### src/rtl/sram_ctrl.sv
`default_nettype none
// ============================================================================
//  Module      : sram_ctrl
//  Description : Single-port controller for a 512K x 16 asynchronous SRAM.
//                Accepts word read/write requests on a valid/ready handshake
//                and drives registered ADR/DAT/RAMCS/RAMOE/RAMWE with a fixed
//                strobe length, a read turnaround cycle and a write hold cycle.
//  Revision    : 1.0 - initial release
// ============================================================================
module sram_ctrl #(
  parameter int ADDR_W      = 19,
  parameter int DATA_W      = 16,
  parameter int WAIT_CYCLES = 2
) (
  input  logic              clk,
  input  logic              rst_n,
  input  logic              req_valid,
  output logic              req_ready,
  input  logic              req_we,
  input  logic [ADDR_W-1:0] req_addr,
  input  logic [DATA_W-1:0] req_wdata,
  output logic              rsp_valid,
  output logic [DATA_W-1:0] rsp_rdata,
  output logic [ADDR_W-1:0] ADR,
  output logic [DATA_W-1:0] DAT_out,
  output logic              DAT_oe,
  input  logic [DATA_W-1:0] DAT_in,
  output logic              RAMCS,
  output logic              RAMOE,
  output logic              RAMWE
);

  localparam logic [2:0] c_ST_IDLE  = 3'd0;
  localparam logic [2:0] c_ST_READ  = 3'd1;
  localparam logic [2:0] c_ST_WRITE = 3'd2;
  localparam logic [2:0] c_ST_WHOLD = 3'd3;
  localparam logic [2:0] c_ST_TURN  = 3'd4;

  // Counter is loaded with W-1 so the strobe lasts exactly W cycles.
  localparam logic [3:0] c_WAIT_LOAD = 4'(WAIT_CYCLES - 1);

  logic [2:0]        r_state;
  logic [2:0]        w_state_nxt;
  logic [3:0]        r_cnt;
  logic              r_cs;
  logic              r_oe;
  logic              r_we;
  logic              r_dat_oe;
  logic              r_rsp_valid;
  logic [DATA_W-1:0] r_rsp_rdata;
  logic [ADDR_W-1:0] r_adr;
  logic [DATA_W-1:0] r_dat_out;

  logic w_accept;
  logic w_cnt_zero;
  logic w_cs_nxt;
  logic w_oe_nxt;
  logic w_we_nxt;
  logic w_dat_oe_nxt;
  logic w_rsp_valid_nxt;

  // Ready is held low while reset is asserted, even though the state is IDLE.
  assign req_ready  = (r_state == c_ST_IDLE) && rst_n;
  assign w_accept   = req_valid && req_ready;
  assign w_cnt_zero = (r_cnt == 4'd0);

  assign rsp_valid = r_rsp_valid;
  assign rsp_rdata = r_rsp_rdata;
  assign ADR       = r_adr;
  assign DAT_out   = r_dat_out;
  assign DAT_oe    = r_dat_oe;
  assign RAMCS     = r_cs;
  assign RAMOE     = r_oe;
  assign RAMWE     = r_we;

  // State register.
  always_ff @(posedge clk) begin
    if (!rst_n) begin
      r_state <= c_ST_IDLE;
    end else begin
      r_state <= w_state_nxt;
    end
  end

  // Next-state decode: strobe phases end when the wait counter hits zero.
  always_comb begin
    w_state_nxt = r_state;
    case (r_state)
      c_ST_IDLE:  if (w_accept) w_state_nxt = req_we ? c_ST_WRITE : c_ST_READ;
      c_ST_READ:  if (w_cnt_zero) w_state_nxt = c_ST_TURN;
      c_ST_WRITE: if (w_cnt_zero) w_state_nxt = c_ST_WHOLD;
      c_ST_WHOLD: w_state_nxt = c_ST_IDLE;
      c_ST_TURN:  w_state_nxt = c_ST_IDLE;
      default:    w_state_nxt = c_ST_IDLE;
    endcase
  end

  // Output decode from the next state, so the registered pins line up with it.
  always_comb begin
    w_cs_nxt        = 1'b1;
    w_oe_nxt        = 1'b1;
    w_we_nxt        = 1'b1;
    w_dat_oe_nxt    = 1'b0;
    w_rsp_valid_nxt = 1'b0;
    case (w_state_nxt)
      c_ST_READ: begin
        w_cs_nxt = 1'b0;
        w_oe_nxt = 1'b0;
      end
      c_ST_WRITE: begin
        w_cs_nxt     = 1'b0;
        w_we_nxt     = 1'b0;
        w_dat_oe_nxt = 1'b1;
      end
      c_ST_WHOLD: begin
        w_cs_nxt     = 1'b0;
        w_dat_oe_nxt = 1'b1;
      end
      c_ST_TURN: w_rsp_valid_nxt = 1'b1;
      default: ;
    endcase
  end

  // Registered pins, wait counter, latched request fields and read capture.
  always_ff @(posedge clk) begin
    if (!rst_n) begin
      r_cs        <= 1'b1;
      r_oe        <= 1'b1;
      r_we        <= 1'b1;
      r_dat_oe    <= 1'b0;
      r_rsp_valid <= 1'b0;
      r_rsp_rdata <= '0;
      r_adr       <= '0;
      r_dat_out   <= '0;
      r_cnt       <= 4'd0;
    end else begin
      r_cs        <= w_cs_nxt;
      r_oe        <= w_oe_nxt;
      r_we        <= w_we_nxt;
      r_dat_oe    <= w_dat_oe_nxt;
      r_rsp_valid <= w_rsp_valid_nxt;
      if (w_accept) begin
        r_adr     <= req_addr;
        r_dat_out <= req_wdata;
        r_cnt     <= c_WAIT_LOAD;
      end else if (((r_state == c_ST_READ) || (r_state == c_ST_WRITE)) && !w_cnt_zero) begin
        r_cnt <= r_cnt - 4'd1;
      end
      if ((r_state == c_ST_READ) && w_cnt_zero) begin
        r_rsp_rdata <= DAT_in;
      end
    end
  end

endmodule
`default_nettype wire

### config.mk
export PLATFORM = sky130hd
export DESIGN_NAME = sram_ctrl
export DESIGN_NICKNAME = d
export VERILOG_FILES = /design/src/rtl/sram_ctrl.sv
export SDC_FILE = /design/constraint.sdc
export NUM_CORES = 1
export LEC_CHECK = 0
export CAP_MARGIN = 25
export CORE_AREA = 2 2 83 85
export DETAILED_ROUTE_END_ITERATION = 8
export DIE_AREA = 0 0 85 87
export HOLD_SLACK_MARGIN = 0.03
export MAX_ROUTING_LAYER = met4
export PLACE_DENSITY = 0.74
export SYNTH_ARGS = -nofsm -noshare
export SYNTH_HDL_FRONTEND = slang
export SYNTH_SLANG_ARGS = --single-unit
### constraint.sdc
create_clock -name clk -period 1.6 [get_ports clk]
set_input_delay 0.48 -clock clk [delete_from_list [all_inputs] [get_ports clk]]
set_output_delay 0.48 -clock clk [all_outputs]
set_load 0.005 [all_outputs]
**Yosys cells after proc, flatten, opt, wreduce, memory -nomap -nowiden**

Index checks and enable logic that the tools add are counted.

- Output and inout bits: 57
- Bits of input ports: 55
- Word-level logic and storage cells: 43
- Register bits after elaboration: 63

- Multiplexer cells: 12
- Add/sub/neg operators: 1
- Eq/ne operators: 6
- Reduce and logical (&&, ||, !) cells: 12
- Bitwise gates (word level): 1

Operators by type and width:

| operator | count |
|---|---|
| $eq A3 B2 Y1 const B | 3 |
| $mux W3 | 3 |
| $pmux W3 S3 | 1 |
| $mux W1 | 7 |
| $eq A3 B1 Y1 const B | 2 |
| $logic_and A1 B1 Y1 | 4 |
| $logic_not A4 Y1 | 1 |
| $reduce_or A2 Y1 | 2 |
| $sub A4 B1 Y4 const B | 1 |
| $eq A3 B3 Y1 const B | 1 |
| $logic_not A3 Y1 | 1 |
| $reduce_or A3 Y1 | 1 |
| $mux W2 | 1 |
| $reduce_bool A2 Y1 | 1 |
| $logic_not A1 Y1 | 1 |
| $logic_or A1 B1 Y1 | 1 |
| $not A1 Y1 | 1 |

**Depth between registers and ports, before layout**

- Depth after elaboration: 8
- Gate-level depth with buffers: 8
- Gate-level depth less buffers: 6

**Worst setup path before layout**

OpenSTA, ideal clock, no wires.

- Path type: register -> register
- Start point: register r_cnt[0]
- End point: register r_oe, in the netlist RAMOE
- Path slack: 0.019 ns
- Setup time: 0.134 ns
- Arrival time: 1.447 ns
- Path buffers: 1
- Required time: 1.466 ns
- Cell stages (with the launch flop): 7
- Clock period less this slack: 1.581 ns
- Cells stage by stage: dfxtp_1 > inv_1 > ha_1 > nor3b_2 > and2_1 > buf_6 > or4_1

- Word-level cells in the longest chain between the ends: 5
- Elaborated cells on any way between the ends: 6
- Those cells by class: eq/ne: 1; mux: 4; reduce/logical: 1

Ends and longest elaborated chain:

| item | RTL line | RTL |
|---|---|---|
| start: declaration | 44 | `logic [3:0] r_cnt;` |
| start signal: assignment | 145 | `r_cnt <= c_WAIT_LOAD;` |
| start signal: assignment | 147 | `r_cnt <= r_cnt - 4'd1;` |
| $logic_not A4 Y1 * | 65 | `assign w_cnt_zero = (r_cnt == 4'd0);` |
| $mux W3, on equally long branches | 91, 90 |  |
| $pmux W3 S3 * | 88 | `case (r_state)` |
| $eq A3 B1 Y1 * | 105 | `case (w_state_nxt)` |
| $mux W1 * | 105 |  |
| end signal: assignment | 138 | `r_oe <= w_oe_nxt;` |
| end: declaration | 46 | `logic r_oe;` |

Every way passes the cells marked *; elsewhere a longest branch is shown, timed or not.
A chain may end at the register's enable or synchronous reset.

**Final worst setup path**

Same ends and word-level chain as after synthesis.

==> summary.txt <==
Setup TNS - 0 ns
Root buffer cell - clkbuf_8
Worst setup EP type - register
Top cells by area, synth - dfxtp_1 55%, o21ai_0 7.8%, nand3_1 7.6%
Peak supply drop - 570 uV
CP max FO - 4
Final Cycle Share - 94.5%
N_diodes - 0
Ys Warns - 0
Cell area after synthesis - 0.00230 mm2
Setup bufs post-CTS - 0
Max Cap Violations - 0
Tot Pwr - 3.91 mW
Max Root-Sink Buffers - 2
DRT Wirelength - 5610 um
Slew headroom - 65.7%
Core area - 0.00657 mm2
Critical path required time - 1.81 ns
Die Ht - 87 um
Placed cell area - 0.00354 mm2
Initial Util - 35.0%
Number of I/O pins - 112
Crit Path Category - register to register
Overall Global Routing Usage - 16.3%
Die area - 0.00740 mm2
Slew Viols, Final - 0
Initial antenna violation count - 0
Commonest non-fill, non-tap cell in the layout - dlygate4sd2_1
CP arrival - 1.72 ns
CTS tree - yes
Switch Pwr - 0.969 mW
Final Skew - 0.00876 ns
Net Sw Frac - 24.8%
Outcome - complete, no violations
Global-route wire length before repair - 9360 um
Syn_area_per_cell - 8.33 um2
Design area - 0.00374 mm2
Sequential share of power - 45.9%
Clk sinks - 63
Worst skew pair latency - 0.33 ns
Drt via density - 4.56
Vias in the first global route - 2117
Reg clk slew, reported paths - 0.07 ns
Startpoint types - register
Via Count - 2183
Hold Path Class - register to register
Synth-to-Final Area Change - 62.8%
Port Buffer Count - 111
Final hold vios - 0
Final Critical Period - 1.51 ns
GP Congestion - 0.815
Syn Nets - 332
Synth unique cells - 29
CTS buffer count - 9
Leak pwr - 1.75 nW
Clk pwr share - 34.9%
Initial DRC Count - 53
Largest area contributor in the netlist - dfxtp_1
Pin count of the biggest net entering global routing - 39
RSZ-0062 raised after global routing - yes
Slew @ Worst Pin - 0.511 ns
Mapped Cells - 276
Most frequent cells in the layout - 56 x dlygate4sd2_1, 53 x clkdlybuf4s50_1, 52 x dfxtp_1
Top-area cell type share of the netlist area - 54.8%
Antenna-violating nets left - 0
Final HPWL DP - 4040 um
Setup WS post-layout - 0.0885 ns
Drt wl/cell - 11.7 um
Final #Nets - 451
Overflow after GRT - 0
Final setup viols - 0
PwrDens - 1040 mW/mm2
Final cell count without fillers - 479
Combinational share of power - 19.2%
Pre-CTS setup slack - -0.678 ns
#FFs+latches synth - 63
Peak Freq - 662 MHz
Internal power - 2.94 mW
Sequential fraction of the synthesis area - 54.8%
Inst Count DP - 464
Chip width - 85 um
Layout cells sized above 1 - 12.8%
Row cnt - 30
Detailed Routing Iterations Pass 1 - 4
Fillcell total - 633
DRC Markers - 0
CTS H-tree lvls - 3
cells in the mapped netlist:
cell type and count:
a2111o_1 1, a211oi_1 1, a21oi_1 18, and2_1 1, buf_1 3, buf_2 1
buf_6 3, clkbuf_1 11, dfxtp_1 63, ha_1 1, inv_1 39, mux2i_1 2
nand2_1 35, nand2b_1 1, nand3_1 35, nand4b_1 1, nor2_1 7, nor2b_1 1
nor3_1 3, nor3_2 1, nor3b_1 3, nor3b_2 1, nor4_1 1, o21a_1 1
o21ai_0 36, o21ai_1 1, or3_1 1, or4_1 1, xnor2_1 3
worst max-delay path, cell delays in order, from the launching register on:
cell and delay, ns:
dfxtp_2 0.35, inv_1 0.04, ha_1 0.20, nor3b_4 0.17, and2_4 0.16, or4_1 0.46
timing repair:
action / in CTS / in global routing
hold buffers: 0 / 0
gates resized for setup: 74 / 14
setup endpoints to repair: 95 / 35
pin swaps: 0 / 1
flip-flops by register name, indices dropped and copies added (netlist names):
signal     flops
rsp_valid      1
DAT_oe         1
ADR           19
r_cnt          4
r_state        3
rsp_rdata     16
RAMCS          1
DAT_out       16
RAMWE          1
RAMOE          1
per-layer routing:
layer | vias up | global-route usage, % | wire [um]
met4 | 0 | 8.23 | 125
met3 | 12 | 4.74 | 420
met1 | 960 | 18.1 | 2430
met2 | 78 | 26.6 | 2630
li1 | 1133 | - | -
met5 | - | - | 0
stage by stage:
step / hold WS, ns / utilization [%]
floorplan: 0.453 / -
global placement: 0.441 / 54.0
detailed placement: 0.446 / 54.0
CTS: 0.453 / 56.2
global route: 0.465 / 57.0
finish: 0.450 / 57.0
power groups by stage:
stage                     combinational [mW]  clock [mW]  sequential (mW)
after floorplan                        0.300           0             1.83
after global placement                 0.781           0             1.82
after detailed placement               0.794           0             1.82
after CTS                              0.712        1.41             1.79
after global routing                   0.840        1.47             1.81
final                                  0.752        1.36             1.79
layout make-up:
class                   count  area, um2  share of cell area, %
clock buffers              12        155                   4.14
repair buffers            126       1180                   31.4
inverters                  39        146                   3.91
clock inverters             3       42.5                   1.14
flip-flops and latches     63       1270                   34.1
well taps                  80        100                   2.67
multi-input cells         156        848                   22.7
final timing paths:
| kind | start | to | slack, ns | cells past startpoint |
|---|---|---|---|---|
| max reg2reg | r_cnt[0]$_SDFFE_PN0P_ | RAMOE$_SDFF_PN1_ | 0.09 | 5 |
| max | r_cnt[0]$_SDFFE_PN0P_ | RAMOE$_SDFF_PN1_ | 0.09 | 5 |
| min reg2reg | rsp_rdata[15]$_SDFFE_PN0P_ | rsp_rdata[15]$_SDFFE_PN0P_ | 0.45 | 2 |
| min | rsp_rdata[15]$_SDFFE_PN0P_ | rsp_rdata[15]$_SDFFE_PN0P_ | 0.45 | 2 |
cell families (layout without fill, tap and decap cells):
family,Yosys count,in the layout,synth area share [%]
AO/OA/AOI/OAI,58,58,13.1
XOR/XNOR,3,3,1.14
adder cells (fa/ha/maj),1,1,0.544
buffers and inverters,57,180,10.3
flip-flops,63,63,54.8
multiplexers,2,2,0.871
AND/OR/NAND/NOR,92,92,19.2
No activity file was read; power rests on OpenSTA's default activity.
